### config.mk
export PLATFORM = sky130hd
export DESIGN_NAME = fsm_add_decoder
export DESIGN_NICKNAME = d
export VERILOG_FILES = /design/src/rtl/fsm_add_decoder.sv
export SDC_FILE = /design/constraint.sdc
export NUM_CORES = 1
export LEC_CHECK = 0
export BUFFER_PORTS_ARGS = -buffer_cell sky130_fd_sc_hd__buf_2
export CAP_MARGIN = 20
export CORE_ASPECT_RATIO = 0.5
export CORE_UTILIZATION = 40
export DETAILED_ROUTE_END_ITERATION = 10
export HOLD_SLACK_MARGIN = 0.05
export PLACE_DENSITY = 0.73
export SETUP_SLACK_MARGIN = 0.5
export SYNTH_ARGS = -nofsm -noshare
export SYNTH_HDL_FRONTEND = slang
export SYNTH_SLANG_ARGS = --single-unit
### constraint.sdc
create_clock -name clock -period 2.4 [get_ports clock]
set_input_delay 0.48 -clock clock [delete_from_list [all_inputs] [get_ports clock]]
set_output_delay 0.48 -clock clock [all_outputs]
set_load 0.005 [all_outputs]
### src/rtl/fsm_add_decoder.sv
// Delta decoder: rebuilds unsigned samples from framed seed+delta streams by running accumulation.
// Build option FSM_ADD_SAT_EN clamps out-of-range reconstructions instead of wrapping them.
module fsm_add_decoder #(
    parameter int W  = 8,
    parameter int CW = 3
) (
    input  logic          clock,
    input  logic          reset,
    input  logic [CW-1:0] sin,
    input  logic          in_valid,
    output logic          in_ready,
    input  logic [W-1:0]  in_data,
    output logic          out_valid,
    input  logic          out_ready,
    output logic [W-1:0]  out_data,
    output logic          out_last,
    output logic          ovf
);

    typedef enum logic {SEED = 1'b0, RUN = 1'b1} state_t;

    state_t              state_p1, state_nxt;
    logic [W-1:0]        acc_p1, acc_nxt;
    logic [CW-1:0]       cnt_p1, cnt_nxt;
    logic [CW-1:0]       len_p1, len_nxt;
    logic [CW-1:0]       cnt_inc_p0;
    logic                accept_p0;
    logic signed [W+1:0] sum_p0;
    logic [W-1:0]        out_data_nxt;
    logic                out_valid_nxt, out_last_nxt, ovf_nxt;

    function automatic logic out_of_range(input logic signed [W+1:0] s);
        return (s < 0) || (s > $signed({2'b00, {W{1'b1}}}));
    endfunction

    function automatic logic [W-1:0] fit(input logic signed [W+1:0] s);
`ifdef FSM_ADD_SAT_EN
        if (s < 0)
            return '0;
        if (out_of_range(s))
            return '1;
`endif
        return s[W-1:0];
    endfunction

    assign in_ready   = !out_valid || out_ready;
    assign accept_p0  = in_valid && in_ready;
    assign cnt_inc_p0 = cnt_p1 + CW'(1);
    // Two guard bits hold both the carry above 2^W-1 and the sign below 0.
    assign sum_p0     = $signed({2'b00, acc_p1}) + $signed({{2{in_data[W-1]}}, in_data});

    always_ff @(posedge clock) begin
        if (reset)
            state_p1 <= SEED;
        else
            state_p1 <= state_nxt;
    end

    always_comb begin
        state_nxt = state_p1;
        if (accept_p0) begin
            if (state_p1 == SEED)
                state_nxt = (sin == '0) ? SEED : RUN;
            else if (cnt_inc_p0 == len_p1)
                state_nxt = SEED;
        end
    end

    always_comb begin
        acc_nxt       = acc_p1;
        cnt_nxt       = cnt_p1;
        len_nxt       = len_p1;
        out_data_nxt  = out_data;
        out_last_nxt  = out_last;
        ovf_nxt       = ovf;
        out_valid_nxt = out_valid && !out_ready;
        if (accept_p0) begin
            out_valid_nxt = 1'b1;
            if (state_p1 == SEED) begin
                acc_nxt      = in_data;
                out_data_nxt = in_data;
                len_nxt      = sin;
                cnt_nxt      = '0;
                out_last_nxt = (sin == '0);
            end else begin
                acc_nxt      = fit(sum_p0);
                out_data_nxt = fit(sum_p0);
                cnt_nxt      = cnt_inc_p0;
                out_last_nxt = (cnt_inc_p0 == len_p1);
                ovf_nxt      = ovf || out_of_range(sum_p0);
            end
        end
    end

    // Output stage: one registered sample, held while downstream stalls.
    always_ff @(posedge clock) begin
        if (reset) begin
            acc_p1    <= '0;
            cnt_p1    <= '0;
            len_p1    <= '0;
            out_data  <= '0;
            out_last  <= 1'b0;
            out_valid <= 1'b0;
            ovf       <= 1'b0;
        end else begin
            acc_p1    <= acc_nxt;
            cnt_p1    <= cnt_nxt;
            len_p1    <= len_nxt;
            out_data  <= out_data_nxt;
            out_last  <= out_last_nxt;
            out_valid <= out_valid_nxt;
            ovf       <= ovf_nxt;
        end
    end

endmodule

* After elaboration in Yosys (flattened, before gate mapping) *
Cells that the tools add are included.
W data, S select, Z words.

operators by class
  add/sub/neg operators = 2
  magnitude comparators = 2
  eq/ne operators = 1
  muxes and demuxes = 7
  bitwise operators = 1
  reduce and logical (&&, ||, !) cells = 10

operators with widths
  cell                   count
  $add A9 B8 Y10         1
  $gt A10 B9 Y1 const B  1
  $lt A10 B1 Y1 const B  1
  $mux W8                1
  $mux W1                5
  $reduce_and A2 Y1      2
  $add A3 B1 Y3 const B  1
  $eq A3 B3 Y1           1
  $logic_not A3 Y1       1
  $logic_or A1 B1 Y1     3
  $mux W3                1
  $logic_and A1 B1 Y1    2
  $logic_not A1 Y1       2
  $not A1 Y1             1

storage, ports and cells
  bits in registers = 18
  bits of input ports = 15
  output and inout port bits = 12
  word-level logic and storage cells = 30

* Longest topological paths before layout *
Gate-level depths: netlist (run 1).

  word-level depth = 4
  gate-level depth with buffers = 7
  depth with buffers taken out = 7

* Worst setup path after synthesis (run 1) *
OpenSTA, ideal clock, no wires.

  path type = input -> register
  start = input in_data[0]
  end = register ovf
  library setup time = 0.136 ns
  arrival = 1.924 ns
  data required time = 2.264 ns
  setup slack = 0.340 ns
  stages on the path = 7
  path buffers = 0
  path through = ha_1 > fa_1 > a211oi_1 > or4_4 > o211ai_2 > nor4_2 > a311oi_2

between the ends
  word-level cells in the longest chain between the ends = 4
  elaborated cells between the ends (all ways) = 5
  those cells by class = add/sub (1); order compare (2); reduce/logical (2)

ends and longest elaborated chain
  element                                         line  RTL
  start, declared                                 12    input logic [W-1:0] in_data,
  $add A9 B8 Y10 (*)                              50    assign sum_p0 = $signed({2'b00, acc_p1}) + $signed({{2{in_data[W-1]}}, in_data});
  $lt A10 B1 Y1 or $gt A10 B9 Y1 (tied branches)  33    return (s < 0) || (s > $signed({2'b00, {W{1'b1}}}));
  $logic_or A1 B1 Y1 (*)                          33
  $logic_or A1 B1 Y1 (*)                          90    ovf_nxt = ovf || out_of_range(sum_p0);
  end signal, assigned                            112   ovf <= ovf_nxt;
  end, declared                                   17    output logic ovf

Every way passes the cells marked *; elsewhere a longest branch is shown, timed or not.
A chain may end at the register's enable or synchronous reset.

* Worst setup path after layout (run 1) *
Ends and elaborated chain as after synthesis.

==> flow_metrics.env, run 1 <==
export IMPL_drive_gt1_frac=0.2515
export IMPL_clk_pin_slew_worst_paths_ns=0.07
export IMPL_p_sw_frac=0.3027
export IMPL_drt_pass1_iterations=4
export IMPL_synth_ff_type="dfxtp_1"
export IMPL_setup_tns_ns=0
export IMPL_finalNetCount=190
export IMPL_layout_setup_ws_ns=0.5800
export IMPL_worstSetupPathType="input pin to flop"
export IMPL_synth_nets=165
export IMPL_dp_slack_ns=0.2248
export IMPL_power_uw=815.2
export IMPL_fin_crit_sh=0.7583
export IMPL_drt_iter0_drc=27
export IMPL_p_per_area_nw_per_um2=570.6
export IMPL_yosysWarnings=0
export IMPL_period_minus_slack_ns=1.820
export IMPL_nFillCells=245
export IMPL_synthCells=139
export IMPL_slew_headroom=0.4810
export IMPL_synthArstFlopShare=0
export IMPL_fp_dieW_um=79.30
export IMPL_overflow=0
export IMPL_vias_per_cell=5.570
export IMPL_drcViolationCount=0
export IMPL_ys_seq_elements=18
export IMPL_final_area_um2=1429
export IMPL_yosysSeqAreaShare=0.3016
export IMPL_yosys_top_cells_count="dfxtp_1 (18), a21oi_1 (14), ha_1 (10)"
export IMPL_arrival_ns=1.95
export IMPL_cap_violations=0
export IMPL_setup_viol=0
export IMPL_rows=13
export IMPL_wl_per_cell_um=13.53
export IMPL_ant_nets=0
export IMPL_worst_pin_slew_ns=0.7775
export IMPL_power_frac_seq=0.423
export IMPL_core_area_um2=2716
export IMPL_power_frac_comb=0.269
export IMPL_die_area_um2=3223
export IMPL_syn_area_um2=1195
export IMPL_p_leak_nw=0.6466
export IMPL_hpwl_um=1926
export IMPL_cts_buffers=3
export IMPL_post_route_util=0.5260
export IMPL_internal_power_uw=568.5
export IMPL_end_kind="flop"
export IMPL_antenna_cells=0
export IMPL_clock_sinks=18
export IMPL_clock_root_buffer="clkbuf_8"
export IMPL_area_delta_synth_final_pct=19.58
export IMPL_status="completed"
export IMPL_required_ns=2.53
export IMPL_fin_worst_skew_ns=0.003849
export IMPL_clock_path_buffers=2
export IMPL_io_buffers=26
export IMPL_io_pin_count=27
export IMPL_routed_wl_um=2706
export IMPL_yosysUniqueCellTypes=39
export IMPL_syn_avg_cell_area_um2=8.596
export IMPL_place_area_um2=1355
export IMPL_fmax_mhz=549.5
export IMPL_initial_core_util=0.4399
export IMPL_h_tree_depth=1
export IMPL_via_count=1114
export IMPL_synth_edff_count=0
export IMPL_pwr_share_clk=0.308
export IMPL_hold_violations=0
export IMPL_hp_class="flop to flop"
export IMPL_synth_top_area_cell="dfxtp_1"
export IMPL_worst_setup_path_start_kind="input pin"
export IMPL_synth_area_top_cells="dfxtp_1 (30%), ha_1 (10%), mux2i_1 (6.7%), a21oi_1 (5.9%), xnor2_1 (3.7%)"
export IMPL_clk_insertion_delay_late_ns=0.25
export IMPL_grt_pass1_wl_um=3912
export IMPL_grt_antenna_before_repair=0
export IMPL_grt_usage=0.1640
export IMPL_place_congestion=0.8103
export IMPL_grt_max_degree=22
export IMPL_synth_top_area_frac=0.3016
export IMPL_worstPathMaxFanout=3
export IMPL_dieHeight_um=40.65
export IMPL_p_switching_uw=246.8
export IMPL_rsz0062_at_grt="yes"
export IMPL_peakVddDrop_mv=0.2933
export IMPL_grt_pass1_vias=827
export IMPL_slew_viol_final=0
export IMPL_synth_most_common_cell="dfxtp_1"
export IMPL_tritoncts="done"
-- path summary, 6_finish.rpt --
check	from	endpoint	slack [ns]	depth (start not counted)
max	in_data[0]	ovf	0.58	8
min	cnt_p1[1]	cnt_p1[1]	0.46	2
min reg2reg	cnt_p1[1]	cnt_p1[1]	0.46	2
max reg2reg	acc_p1[0]	ovf	0.58	7
-- cell type report --
type / instances / area, µm² / area share
clock buffers: 4 / 55.05 / 0.03853
inverters: 6 / 22.52 / 0.01576
repair buffers: 26 / 130.1 / 0.09107
well taps: 37 / 46.29 / 0.03240
flip-flops and latches: 18 / 361.6 / 0.2531
multi-input cells: 109 / 813.3 / 0.5692
-- what timing repair did --
item                                    4_1_cts  5_1_grt
hold buffers                                  0        0
endpoints found under the setup margin        1        3
cloned                                        0        0
pin swaps                                     1        2
setup buffers                                 0        0
gates resized for setup                       0        5
-- per-stage QoR --
step | cells | hold WS (ns)
6_report | 200 | 0.4568
5_1_grt | 200 | 0.4807
4_1_cts | 200 | 0.4589
3_5_place_dp | 196 | 0.4488
3_3_place_gp | 196 | 0.4451
2_1_floorplan | 139 | 0.4356
-- worst max-delay path: stages --
cell,delay [ns]
buf_2,0.12
ha_4,0.16
fa_2,0.42
a211oi_2,0.24
or4_4,0.17
o211ai_2,0.11
nor4_2,0.18
a311oi_2,0.07
-- layer usage --
metal  part of all wire  vias to the layer above  global-route usage  wire (µm)
li1                   -                      555                   -          -
met1               0.49                      534              0.2127       1326
met2               0.47                       23              0.2780       1269
met3              0.033                        2             0.04667         89
met4             0.0078                        0             0.04091         21
met5                  0                        -                   0          0
-- kinds of logic after synthesis --
kind of cell	synth area share
adders and majority gates	0.1215
muxes	0.06702
xor gates and xnor gates	0.06596
and+or+nand+nor	0.1895
buffers and inverters	0.03874
AOI/OAI and AO/OA	0.2157
DFF	0.3016
-- state kept, by name, indices dropped and copies added (netlist names) --
signal     flops
acc_p1         8
out_last       1
ovf            1
len_p1         3
cnt_p1         3
state_p1       1
out_valid      1
-- cells in the final DEF, fill, tap and decap left out, drive strengths merged --
cell type	netlist	layout
a211o	1	1
a211oi	3	3
a21boi	1	1
a21o	4	4
a21oi	14	14
a311oi	1	1
a31oi	3	3
and2	2	2
buf	1	26
clkbuf	5	4
dfxtp	18	18
fa	1	1
ha	10	10
inv	6	6
mux2i	8	8
nand2	9	9
nand2b	3	3
nand3	5	5
nand4	2	2
nand4b	1	1
nor2	9	9
nor2b	1	1
nor3	1	1
nor3b	1	1
nor4	2	2
nor4b	1	1
o211a	1	1
o211ai	3	3
o21ai	8	8
o21bai	1	1
or2b	1	1
or3	1	1
or4	2	2
xnor2	5	5
xor2	4	4
-- power by group through the flow --
stage	Sequential [mW]	Combinational (mW)	Clock (mW)
floorplan	0.342	0.159	0
global placement	0.350	0.205	0
detailed placement	0.351	0.212	0
CTS	0.344	0.216	0.259
global route	0.348	0.243	0.277
finish	0.345	0.219	0.251
Note: power is estimated with default switching activity, not from simulation.
==> inputs of run 2 (changes only) <==
--- a/config.mk
+++ b/config.mk
@@ -11,7 +11,7 @@
 export CORE_UTILIZATION = 40
 export DETAILED_ROUTE_END_ITERATION = 10
 export HOLD_SLACK_MARGIN = 0.05
-export PLACE_DENSITY = 0.73
+export PLACE_DENSITY = 0.75
 export SETUP_SLACK_MARGIN = 0.5
 export SYNTH_ARGS = -nofsm -noshare
 export SYNTH_HDL_FRONTEND = slang
==> constraint.sdc (replaced) <==
create_clock -name clock -period 1.5 [get_ports clock]
set_input_delay 0.3 -clock clock [delete_from_list [all_inputs] [get_ports clock]]
set_output_delay 0.3 -clock clock [all_outputs]
set_load 0.005 [all_outputs]
==> run 2 against run 1 <==
  * The run now ends with negative setup slack left
  * Via count increased by 18%
  * Utilization increased by 24 points
  * Clock power rose by 64%
  * Final cell count increased by 18%
  * Design area increased by 46%
  * Critical path type is now flop to flop
  * Combinational power rose to 3.0 times the previous value
==> flow_metrics.env, run 2 (same netlist as run 1, synthesis figures left out) <==
export IMPL_status="finished, violations left"
export IMPL_violations="negative setup slack"
export IMPL_overflow=0
export IMPL_clk_insertion_delay_late_ns=0.26
export IMPL_drt_pass1_iterations=4
export IMPL_worstSetupPathType="flop to flop"
export IMPL_rows=13
export IMPL_grt_max_degree=21
export IMPL_endpoint="ovf"
export IMPL_setup_viol=5
export IMPL_power_mw=1.627
export IMPL_postCtsHoldBufs=0
export IMPL_fin_crit_sh=1.203
export IMPL_routed_wl_um=3960
export IMPL_clock_sinks=18
export IMPL_via_count=1309
export IMPL_hold_violations=0
export IMPL_layout_common_cells="buf_6 (20), buf_2 (18), buf_4 (18)"
export IMPL_worstPathMaxFanout=2
export IMPL_drt_met1_wl_um=1731
export IMPL_worst_pin_slew_ns=0.3004
export IMPL_wl_per_cell_um=16.85
export IMPL_min_from="sin[0]"
export IMPL_finalNetCount=225
export IMPL_p_leak_nw=0.9114
export IMPL_peakVddDrop_mv=0.3718
export IMPL_grt_pass1_vias=1172
export IMPL_grt_pass1_wl_um=5637
export IMPL_cap_violations=0
export IMPL_clk_pin_slew_worst_paths_ns=0.08
export IMPL_largest_reg_flops=8
export IMPL_post_route_util=0.7683
export IMPL_r2r_cells=7
export IMPL_wl_met3_um=143
export IMPL_cts_buffers=3
export IMPL_dp_slack_ns=-0.3893
export IMPL_arrival_ns=1.95
export IMPL_worst_setup_path_start_kind="flop"
export IMPL_drt_iter0_drc=58
export IMPL_dieHeight_um=40.65
export IMPL_regArea_um2=391.6
export IMPL_startpoint="acc_p1[0]"
export IMPL_end_kind="flop"
export IMPL_hpwl_um=2436
export IMPL_h_tree_depth=1
export IMPL_grt_usage=0.2423
export IMPL_rsz0062_at_grt="yes"
export IMPL_hold_ws_ns=0.3197
export IMPL_die_area_um2=3223
export IMPL_place_congestion=0.8082
export IMPL_core_area_um2=2716
export IMPL_io_buffers=26
export IMPL_vias_per_cell=5.570
export IMPL_final_common_cell="buf_6"
export IMPL_drcViolationCount=0
export IMPL_slew_viol_final=0
export IMPL_hp_class="input pin to flop"
export IMPL_crit_reg2reg_launch="acc_p1[0]"
export IMPL_fp_dieW_um=79.30
export IMPL_multi_input_area_um2=1036
export IMPL_final_area_um2=2087
export IMPL_place_area_um2=1692
export IMPL_io_pin_count=27
export IMPL_top_layer="met4"
export IMPL_regMostFlops="acc_p1"
export IMPL_slew_headroom=0.7976
export IMPL_clock_path_buffers=2
export IMPL_period_minus_slack_ns=1.805
export IMPL_p_per_area_nw_per_um2=779.7
export IMPL_reg_top3="acc_p1 x8, cnt_p1 x3, len_p1 x3"
export IMPL_ant_nets=0
export IMPL_fmax_mhz=554.1
export IMPL_nFillCells=171
export IMPL_initial_core_util=0.4399
export IMPL_grt_antenna_before_repair=0
export IMPL_antenna_cells=0
export IMPL_wl_met2_um=2064
export IMPL_clock_root_buffer="clkbuf_8"
export IMPL_drive_gt1_frac=0.5909
export IMPL_required_ns=1.65
export IMPL_r2r_end="ovf"
export IMPL_tritoncts="done"
export IMPL_reg2reg_slack_ns=-0.30
export IMPL_area_delta_synth_final_pct=74.66
export IMPL_fin_worst_skew_ns=0.009966
export IMPL_layout_setup_ws_ns=-0.3047
[run 2: how the worst min path moves through the flow]
stage | end | slack (ns) | cells past startpoint
floorplan | acc_p1[0] | 0.36 | 1
global placement | acc_p1[2] | 0.46 | 2
detailed placement | cnt_p1[1] | 0.48 | 2
CTS | len_p1[0] | 0.31 | 3
global route | len_p1[0] | 0.32 | 3
finish | len_p1[0] | 0.32 | 3
[run 2: layout make-up]
type,instances,area share
Tap cell,37,0.02218
Timing Repair Buffer,60,0.2566
Sequential cell,18,0.1877
Inverter,6,0.01079
Clock buffer,4,0.02638
Multi-Input combinational cell,110,0.4964
[run 2: what timing repair did]
action	4_1_cts	5_1_grt
pin swaps	21	13
buffers inserted	7	3
gates resized for setup	36	20
setup endpoints to repair	27	29
gates cloned	1	1
[run 2: critical path, stage by stage, from the launching register on]
cell and delay (ns):
dfxtp_2 0.34, ha_4 0.16, fa_2 0.35, a211oi_2 0.24, or4_4 0.17, o211ai_2 0.09, nor4_2 0.26, a311oi_2 0.07
[run 2: metrics by stage]
| stage | cells | TNS (ns) |
|---|---|---|
| 4_1_cts | 231 | -0.6746 |
| 3_5_place_dp | 219 | -1.456 |
| 3_3_place_gp | 219 | -1.284 |
| 5_1_grt | 235 | -1.221 |
| 6_report | 235 | -0.7407 |
| 2_1_floorplan | 139 | -0.2850 |
[run 2: where the power goes]
group	leakage, nW	switching, mW	internal (mW)
Sequential	0.154	0.0363	0.512
Combinational	0.728	0.295	0.372
Clock	0.0288	0.179	0.234
Total	0.911	0.510	1.12
[run 2: layer usage]
metal	GRT usage	up-vias
li1	-	626
met1	0.2861	645
met2	0.4763	36
met3	0.04444	2
met4	0.06818	0
met5	0	-
==> inputs of run 3 (changes only) <==
--- a/config.mk
+++ b/config.mk
@@ -7,7 +7,7 @@
 export LEC_CHECK = 0
 export BUFFER_PORTS_ARGS = -buffer_cell sky130_fd_sc_hd__buf_2
 export CAP_MARGIN = 20
-export CORE_ASPECT_RATIO = 0.5
+export CORE_MARGIN = 2
 export CORE_UTILIZATION = 40
 export DETAILED_ROUTE_END_ITERATION = 10
 export HOLD_SLACK_MARGIN = 0.05
==> run 3 against run 2 <==
  * The flow finishes with violations (design-rule violations, negative setup slack)
  * Design area fell by 2.6%
  * Critical path type unchanged
  * Highest routed layer unchanged
  * Sequential cell count did not move
  * Largest power group unchanged
  * Critical endpoint unchanged
  * Die area rose by 6.7%
  * Worst hold slack got worse by 0.060 ns
  * Register-to-register slack improved by 0.06 ns
  * Sequential power barely moved
  * Count of clock-buffer cells in the layout did not move
  * Via count fell by 3.1%
  * Setup slack improved by 0.063 ns
==> flow_metrics.env, run 3 (same netlist as run 1, synthesis figures left out) <==
export IMPL_post_route_util=0.7248
export IMPL_clock_sinks=18
export IMPL_grt_pass1_wl_um=5844
export IMPL_final_area_um2=2033
export IMPL_rsz0062_at_grt="yes"
export IMPL_multi_input_area_um2=1025
export IMPL_clock_root_buffer="clkbuf_4"
export IMPL_peakVddDrop_mv=0.5065
export IMPL_drive_gt1_frac=0.5871
export IMPL_grt_antenna_before_repair=0
export IMPL_place_area_um2=1687
export IMPL_finalNetCount=228
export IMPL_setup_tns_ns=-0.7337
export IMPL_drt_iter0_drc=71
export IMPL_regArea_um2=381.6
export IMPL_drt_pass1_iterations=7
export IMPL_layout_common_cells="buf_4 (25), buf_2 (18), buf_6 (17), dfxtp_2 (11)"
export IMPL_antenna_cells=0
export IMPL_grt_pass1_vias=1244
export IMPL_period_minus_slack_ns=1.742
export IMPL_routed_wl_um=3654
export IMPL_vias_per_cell=5.466
export IMPL_worst_pin_slew_ns=0.3108
export IMPL_h_tree_depth=1
export IMPL_met3_usage=0.01978
export IMPL_hold_ws_ns=0.2599
export IMPL_p_per_area_nw_per_um2=740.8
export IMPL_io_pin_count=27
export IMPL_grt_usage=0.2209
export IMPL_end_kind="flop"
export IMPL_area_delta_synth_final_pct=70.16
export IMPL_initial_core_util=0.4260
export IMPL_hp_class="input pin to flop"
export IMPL_drcViolationCount=1
export IMPL_stdcell_count=232
export IMPL_ant_nets=0
export IMPL_layout_setup_ws_ns=-0.2416
export IMPL_grtUsageMet2=0.3772
export IMPL_violations="design-rule violations, negative setup slack"
export IMPL_overflow=0
export IMPL_cap_violations=0
export IMPL_regMostFlops="acc_p1"
export IMPL_hold_violations=0
export IMPL_reg_top3="acc_p1 x8, cnt_p1 x3, len_p1 x3"
export IMPL_clock_path_buffers=2
export IMPL_grt_max_degree=21
export IMPL_worst_setup_path_start_kind="flop"
export IMPL_slew_headroom=0.7928
export IMPL_arrival_ns=1.94
export IMPL_final_common_cell="buf_4"
export IMPL_fp_dieW_um=58.66
export IMPL_largest_reg_flops=8
export IMPL_via_count=1268
export IMPL_hpwl_um=2306
export IMPL_tritoncts="done"
export IMPL_nFillCells=212
export IMPL_top_usage_layer="met2"
export IMPL_place_congestion=0.8768
export IMPL_clk_insertion_delay_late_ns=0.30
export IMPL_slew_viol_final=0
export IMPL_fin_worst_skew_ns=0.01446
export IMPL_die_area_um2=3440
export IMPL_p_leak_nw=0.8959
export IMPL_fin_crit_sh=1.161
export IMPL_required_ns=1.70
export IMPL_cts_buffers=3
export IMPL_status="finished, violations left"
export IMPL_wl_per_cell_um=15.75
export IMPL_rows=19
export IMPL_worstPathMaxFanout=3
export IMPL_setup_viol=5
export IMPL_fmax_mhz=574.2
export IMPL_core_area_um2=2805
export IMPL_dieHeight_um=58.66
export IMPL_gr_usage_met1=0.3015
export IMPL_worstSetupPathType="flop to flop"
export IMPL_place_inst=215
export IMPL_clk_pin_slew_worst_paths_ns=0.12
export IMPL_io_buffers=26
[run 3: through the flow]
| step | worst slack (ns) | power [mW] |
|---|---|---|
| floorplan | -0.2278 | 0.8717 |
| global placement | -0.3395 | 1.054 |
| detailed placement | -0.3881 | 1.067 |
| CTS | -0.2745 | 1.475 |
| global route | -0.3844 | 1.613 |
| finish | -0.2416 | 1.506 |
[run 3: what timing repair did]
action                     in CTS  in global routing
hold buffers                    0                  0
cloned                          0                  1
pin swaps                       8                 10
resized for setup              37                  8
setup buffers                   6                  6
setup endpoints to repair      28                 29
[run 3: path summary, 6_finish.rpt]
check | start | end | slack (ns) | cells after the start
setup / recovery | acc_p1[0] | ovf | -0.24 | 7
hold / removal | sin[1] | len_p1[1] | 0.26 | 3
setup reg to reg | acc_p1[0] | ovf | -0.24 | 7
hold reg to reg | out_last | out_last | 0.50 | 1
[run 3: critical path: stages (launching register included)]
cell      delay [ns]
dfxtp_2         0.35
ha_4            0.16
fa_2            0.34
a211oi_2        0.22
or4_4           0.16
o211ai_2        0.08
nor4_2          0.25
a311oi_2        0.08
[run 3: cell type report]
type / instances / area share
sequential: 18 / 0.1877
clock buffer: 4 / 0.01785
inverter: 6 / 0.01108
timing repair buffer: 63 / 0.2603
tap: 31 / 0.01908
multi-input combinational: 110 / 0.5040
[run 3: routing by layer]
metal,wire length [µm],vias up
li1,-,632
met1,1657,610
met2,1874,24
met3,103,2
met4,19,0
met5,0,-
[run 3: report_power, final]
group          total [mW]  switching (mW)  internal, mW
logic               0.640           0.280         0.360
registers           0.551          0.0349         0.516
clock network       0.316           0.168         0.148
